==> src/rtl/ah_mul_pkg.sv <==
// Shared configuration, stage bundle and helpers for the pipelined signed multiplier.
package ah_mul_pkg;

    // Configuration point for the whole multiplier; the stage bundle is sized from these.
    localparam int DEF_WIDTH  = 32;
    localparam int DEF_STAGES = 8;

    localparam int P_BITS  = DEF_WIDTH / DEF_STAGES;  // multiplier bits consumed per stage
    localparam int LATENCY = DEF_STAGES + 2;          // input reg + accumulate stages + output reg

    // Everything one accumulate stage hands to the next.
    typedef struct packed {
        logic                     valid;
        logic                     neg;
        logic                     zero;
        logic [DEF_WIDTH-1:0]     abs_a;
        logic [DEF_WIDTH-1:0]     abs_b;
        logic [2*DEF_WIDTH-1:0]   acc;
    } stage_t;

    // Magnitude of a two's-complement value; the most negative value maps onto 2^(W-1).
    function automatic logic [DEF_WIDTH-1:0] abs_val(input logic [DEF_WIDTH-1:0] v);
        return v[DEF_WIDTH-1] ? -v : v;
    endfunction

endpackage

==> src/rtl/ah_mul_stage.sv <==
// One shift-and-add stage: folds a P_BITS slice of |B| times |A| into the accumulator.
module ah_mul_stage
    import ah_mul_pkg::*;
#(
    parameter int WIDTH  = DEF_WIDTH,
    parameter int P_BITS = 4,
    parameter int INDEX  = 1
) (
    input  logic   clk,
    input  logic   rst,
    input  logic   en,
    input  stage_t stage_i,
    output stage_t stage_o
);

    stage_t             stage_d, stage_q;
    logic [2*WIDTH-1:0] a_ext, slice_ext, partial;

    // Partial product for this slice, shifted into place and added to the running sum.
    always_comb begin
        // NOTE: stage_d takes a full default before any field is overridden, so no path leaves it unassigned and no latch is inferred.
        stage_d   = stage_i;
        a_ext     = {{WIDTH{1'b0}}, stage_i.abs_a};
        slice_ext = {{(2*WIDTH-P_BITS){1'b0}}, stage_i.abs_b[INDEX*P_BITS-1 -: P_BITS]};
        partial   = (a_ext * slice_ext) << ((INDEX-1)*P_BITS);
        stage_d.acc = stage_i.acc + partial;
    end

    // Stage register: cleared by reset, frozen while en is low.
    always_ff @(posedge clk) begin
        // NOTE: rst is tested ahead of en so a reset during a hold still empties the pipe.
        if (rst) begin
            // NOTE: non-blocking assignment so every stage samples its neighbour's pre-edge value.
            stage_q <= '0;
        end else if (en) begin
            stage_q <= stage_d;
        end
    end

    assign stage_o = stage_q;

endmodule

==> src/rtl/ah_mul_pipelined.sv <==
// Fully pipelined signed multiplier: sign-magnitude shift-and-add with a global hold.
module ah_mul_pipelined
    import ah_mul_pkg::*;
#(
    parameter int WIDTH  = DEF_WIDTH,
    parameter int STAGES = DEF_STAGES
) (
    input  logic                      clk,
    input  logic                      rst,
    input  logic                      en,
    input  logic                      start,
    input  logic signed [WIDTH-1:0]   multiplicand,
    input  logic signed [WIDTH-1:0]   multiplier,
    output logic signed [2*WIDTH-1:0] product,
    output logic                      data_valid,
    output logic                      zero_operand,
    output logic                      overflow
);

    // Parameter legality: the multiplier must split evenly into stages, and the
    // stage bundle in ah_mul_pkg must be sized for this configuration.
    generate
        if (WIDTH % STAGES != 0) begin : g_bad_split
            $error("ah_mul_pipelined: WIDTH (%0d) must be a multiple of STAGES (%0d)", WIDTH, STAGES);
        end
        if (WIDTH < 4) begin : g_bad_width
            $error("ah_mul_pipelined: WIDTH (%0d) must be at least 4", WIDTH);
        end
        if (WIDTH != DEF_WIDTH || STAGES != DEF_STAGES) begin : g_bad_pkg
            $error("ah_mul_pipelined: WIDTH/STAGES must match DEF_WIDTH/DEF_STAGES in ah_mul_pkg");
        end
    endgenerate

    localparam int SLICE = WIDTH / STAGES;

    stage_t in_d, in_q;
    stage_t pipe [0:STAGES];

    // Input stage: strip signs, remember the result sign and the zero-operand case.
    always_comb begin
        in_d       = '0;
        in_d.valid = start;
        in_d.neg   = multiplicand[WIDTH-1] ^ multiplier[WIDTH-1];
        in_d.zero  = (multiplicand == '0) || (multiplier == '0);
        in_d.abs_a = abs_val(multiplicand);
        in_d.abs_b = abs_val(multiplier);
    end

    // Input register.
    always_ff @(posedge clk) begin
        if (rst) begin
            in_q <= '0;
        end else if (en) begin
            in_q <= in_d;
        end
    end

    assign pipe[0] = in_q;

    // Accumulate stages, least significant multiplier slice first.
    generate
        for (genvar g = 1; g <= STAGES; g++) begin : g_stage
            ah_mul_stage #(
                .WIDTH  (WIDTH),
                .P_BITS (SLICE),
                .INDEX  (g)
            ) u_stage (
                .clk     (clk),
                .rst     (rst),
                .en      (en),
                .stage_i (pipe[g-1]),
                .stage_o (pipe[g])
            );
        end
    endgenerate

    stage_t             last;
    logic [2*WIDTH-1:0] product_d, product_q;
    logic               data_valid_d, data_valid_q;
    logic               zero_operand_d, zero_operand_q;
    logic               overflow_d, overflow_q;
    logic [WIDTH:0]     top_bits;
    logic               unused_magnitudes;

    assign last              = pipe[STAGES];
    assign unused_magnitudes = ^{last.abs_a, last.abs_b};

    // Output stage: reapply the sign (never for a zero operand) and flag results
    // that do not fit in WIDTH signed bits; flags are qualified by valid.
    always_comb begin
        product_d      = (last.neg && !last.zero) ? -last.acc : last.acc;
        top_bits       = product_d[2*WIDTH-1:WIDTH-1];
        data_valid_d   = last.valid;
        zero_operand_d = last.valid && last.zero;
        overflow_d     = last.valid && (top_bits != '0) && (top_bits != '1);
    end

    // Output register.
    always_ff @(posedge clk) begin
        if (rst) begin
            product_q      <= '0;
            data_valid_q   <= 1'b0;
            zero_operand_q <= 1'b0;
            overflow_q     <= 1'b0;
        end else if (en) begin
            product_q      <= product_d;
            data_valid_q   <= data_valid_d;
            zero_operand_q <= zero_operand_d;
            overflow_q     <= overflow_d;
        end
    end

    assign product      = product_q;
    assign data_valid   = data_valid_q;
    assign zero_operand = zero_operand_q;
    assign overflow     = overflow_q;

endmodule

==> config.mk <==
export PLATFORM = sky130hd
export DESIGN_NAME = ah_mul_pipelined
export DESIGN_NICKNAME = d
export VERILOG_FILES = /design/src/rtl/ah_mul_pkg.sv /design/src/rtl/ah_mul_stage.sv /design/src/rtl/ah_mul_pipelined.sv
export SDC_FILE = /design/constraint.sdc
export NUM_CORES = 2
export LEC_CHECK = 0
export CORE_ASPECT_RATIO = 0.9
export CORE_MARGIN = 2
export CORE_UTILIZATION = 60
export CTS_BUF_LIST = sky130_fd_sc_hd__clkbuf_8
export CTS_CLUSTER_SIZE = 12
export DETAILED_ROUTE_END_ITERATION = 12
export PLACE_DENSITY = 0.85
export SYNTH_ARGS = -nofsm -noshare
export SYNTH_HDL_FRONTEND = slang
export SYNTH_SLANG_ARGS = --single-unit
==> constraint.sdc <==
create_clock -name clk -period 6.1 [get_ports clk]
set_clock_uncertainty 0.1 [all_clocks]
set_input_delay 1.22 -clock clk [delete_from_list [all_inputs] [get_ports clk]]
set_output_delay 1.22 -clock clk [all_outputs]
set_load 0.005 [all_outputs]
==> summary.txt <==
CTS
  – Worst skew pair latency: 0.96 ns
  – TritonCTS Buffers: 158
  – # clock sinks: 900
  – H-tree levels: 4
  – Clk slew on worst S/H paths: 0.06 ns
  – CTS Buffer Depth: 3
  – CTS tree: done
  – Root buffer cell: clkbuf_8

Timing
  – Max Slew Vio Count: 0
  – Setup violations, final: 24
  – RSZ-0062 raised after global routing: yes
  – Min Clock Period, post-route: 6.47 ns
  – Worst setup margin: -0.372 ns
  – Worst-margin pin slew: 1.36 ns
  – Minimum hold slack: 0.367 ns
  – Slew headroom: 9.41%
  – Fmax: 0.155 GHz
  – Final hold violation count: 0
  – Final period util: 106%

Setup path
  – Crit path buffers/inverters: 3
  – Worst EP arrival: 7.19 ns
  – Critical setup path kind: flop to flop
  – Crit. End Element: flop
  – Worst Path Max Fanout: 6
  – Max stage delay cell, worst path: fa_1
  – Worst setup SP type: flop
  – Logic depth of the worst path, buffers included: 30
  – R2r worst-path depth: 30
  – Worst EP required: 6.82 ns
  – Top delay family on crit path: compound AO/OA/AOI/OAI gates
  – CP max stage delay: 0.56 ns

Floorplan
  – Die area: 129000 um2
  – Initial Util: 60.5%
  – # rows: 123
  – I/O pin total: 135
  – Die Wd: 378 um
  – Core ar.: 125000 um2
  – Die extent in y: 341 um

Pwr
  – Sequential power share: 45.2%
  – Clk pwr share: 45.2%
  – Power Density: 148 nW/um2
  – Gate power share: 9.6%
  – Worst vdd ir: 197 uV
  – Sw Pwr: 3.76 mW
  – Leak: 46.2 nW
  – Sw frac: 27.5%
  – Total power: 13.6 mW
  – Internal power component: 9.89 mW

Hold path
  – Hold Crit Class: flop to flop
  – Hold depth: 2

Place
  – DP HPWL: 159 mm
  – Gpl congestion: 0.995
  – Port Buffers: 134

Synth
  – Mapped Area: 75700 um2
  – Syn. warnings: 0
  – Share of the yosys chip area belonging to registers: 23.8%
  – Dominant synthesized flop cell: dfxtp_1
  – Ys async rst share: 0%
  – Net Count, Synth: 10171
  – Syn avg cell area: 8.36 um2
  – Synthesis-stage register bit count: 900
  – Cells after synthesis: 9056
  – EDFF count, synth: 0
  – Yosys cell types: 82

Finish
  – Share of layout cells above drive strength 1: 17.2%
  – Nets@finish: 11085
  – P&R area growth vs syn: 21.6%

Routing
  – DRT Wirelength: 223 mm
  – Remaining antenna violation count after routing: 0
  – WL per Instance: 18.9 um
  – Via count: 68908
  – Number of vias per cell: 5.85
  – Post-route DRC violation count: 0
  – Initial DRC Count: 6429
  – First-pass DRT Iterations: 9

Global routing
  – Number of global-route vias before repair: 65310
  – GRT Overall Usage: 32.6%
  – Global route overflow: 0
  – First-pass GRT wire length: 342 mm
  – Pin count of the biggest net entering global routing: 226
  – Antenna violations before repair: 6

Run status
  – Failing checks: negative setup slack
  – Status: finished with violations

Job
  – Maxcap violations: 0
[worst paths after layout]
kind,slack (ns),to,startpoint
setup / recovery,-0.37,g_stage[3].u_stage.stage_o[42],g_stage[2].u_stage.stage_o[75]
hold / removal,0.37,g_stage[7].u_stage.stage_o[50],g_stage[7].u_stage.stage_o[50]
setup reg to reg,-0.37,g_stage[3].u_stage.stage_o[42],g_stage[2].u_stage.stage_o[75]
hold reg to reg,0.37,g_stage[7].u_stage.stage_o[50],g_stage[7].u_stage.stage_o[50]
[flip-flops by register name, indices dropped and copies added (netlist names)]
register / count
overflow: 1
zero_operand: 1
in_q: 67
g_stage.u_stage.stage_o: 766
product: 64
data_valid: 1
[power by group through the flow]
stage	Sequential (mW)	Clock, mW	Combinational [mW]
floorplan	6.22	0	0.831
global placement	6.28	0	1.18
detailed placement	6.29	0	1.22
CTS	6.16	6.25	1.26
global route	6.17	6.52	1.41
finish	6.16	6.17	1.31
[final cells by class]
| type | count | area [um2] |
|---|---|---|
| multi-input cells | 6892 | 55600 |
| fillers | 8613 | 33100 |
| flip-flops and latches | 900 | 18100 |
| repair buffers | 1109 | 9350 |
| clock buffers | 189 | 2600 |
| clock inverters | 99 | 848 |
| well taps | 1687 | 2110 |
| diodes | 4 | 10.0 |
| inverters | 909 | 3420 |
[worst register-to-register path: cells and delay by family (launching register included)]
family / cells / cell delay, ns
compound gates: 15 / 3.11
fa+ha+maj: 4 / 1.51
simple gates: 6 / 0.75
flops: 1 / 0.36
xor+xnor: 2 / 0.30
buf+inv: 3 / 0.25
[synth_stat cells, types with 11 or more instances]
library cell  instances  area, um2
xnor2_1             330       2890
nand2_1             690       2590
o21ai_0             292       1460
a21o_1              253       1900
nor4_1               23        144
o21bai_1             61        458
buf_1                64        240
mux2i_1             658       6590
a211o_1              16        140
nor2_1             1119       4200
nand4_1              45        282
nand3_1              94        470
and3_1               55        344
ha_1                560       7010
o41ai_1              19        166
nor2b_1              48        300
a21oi_1             454       2270
xor2_1              225       1970
a21boi_0             11       82.6
inv_1               908       3410
and2_1              621       3880
a31oi_1              49        307
o31ai_1              45        338
dfxtp_1             900      18000
nor3_1              103        515
fa_1                487       9750
or4_1                22        165
o211ai_1             25        188
o21a_1               53        398
or2_2                20        125
nand2b_1             68        425
a2111oi_0            11       96.3
clkbuf_1            289       1080
or3_1                53        332
a311oi_1             13        114
a211oi_1            201       1510
[kinds of logic (layout without fill, tap and decap cells)]
family	after synthesis	in the layout	synth area share (%)
and+or+nand+nor	3009	3009	18.7
DFF	900	900	23.8
buffers and inverters	1264	2306	6.27
adders and majority gates	1047	1047	22.1
muxes	660	660	8.73
AOI/OAI and AO/OA	1621	1621	13.9
xor gates and xnor gates	555	555	6.42
other	0	4	0
[layout by cell type, fill, tap and decap left out, types with 25 or more instances in the layout]
cell and n:
or3_1 48, a21oi_2 74, mux2i_1 658, o31ai_1 37, ha_4 42, clkinv_2 26, nor3_1 88, o21ai_1 47
a31oi_1 37, o21ai_2 36, o211ai_1 25, buf_6 36, and2_4 31, inv_1 926, clkbuf_8 189, clkdlybuf4s50_1 132
nor2_1 1097, a21o_1 253, ha_1 505, fa_1 480, nor2b_1 42, nand3_1 84, xnor2_1 319, dfxtp_1 876
o21ai_0 203, xor2_1 220, and2_1 589, and3_1 48, a211oi_1 178, nand2_1 671, nand4_1 45, buf_4 902
o21a_1 53, a21oi_1 366, o21bai_1 60, nand2b_1 65
[routing by layer]
metal	part of all wire [%]	global-route usage [%]	routed length [um]	up-vias
met3	9.0	6.19	20100	595
li1	-	-	-	32216
met5	0	0	0	-
met2	44	49.7	98200	2794
met1	43	46.0	95700	33303
met4	3.9	11.8	8770	0
[stage by stage]
stage	area [um2]	instances	TNS [ns]	util [%]	setup WS (ns)
detailed placement	84400	11356	-26.72	67.5	-0.607
floorplan	75800	9056	-0.0357	-	-0.0357
global route	92000	11788	-13.76	73.6	-0.558
finish	92000	11789	-3.46	73.6	-0.372
global placement	84400	11356	-16.48	67.5	-0.556
CTS	89600	11730	-1.01	71.6	-0.237
[what timing repair did]
action | 4_1_cts | 5_1_grt
setup buffers | 82 | 68
cloned | 7 | 3
hold buffers | 0 | 0
setup endpoints to repair | 94 | 99
resized for setup | 250 | 448
pin swaps | 167 | 290
Power figures use the tool's default switching activity.
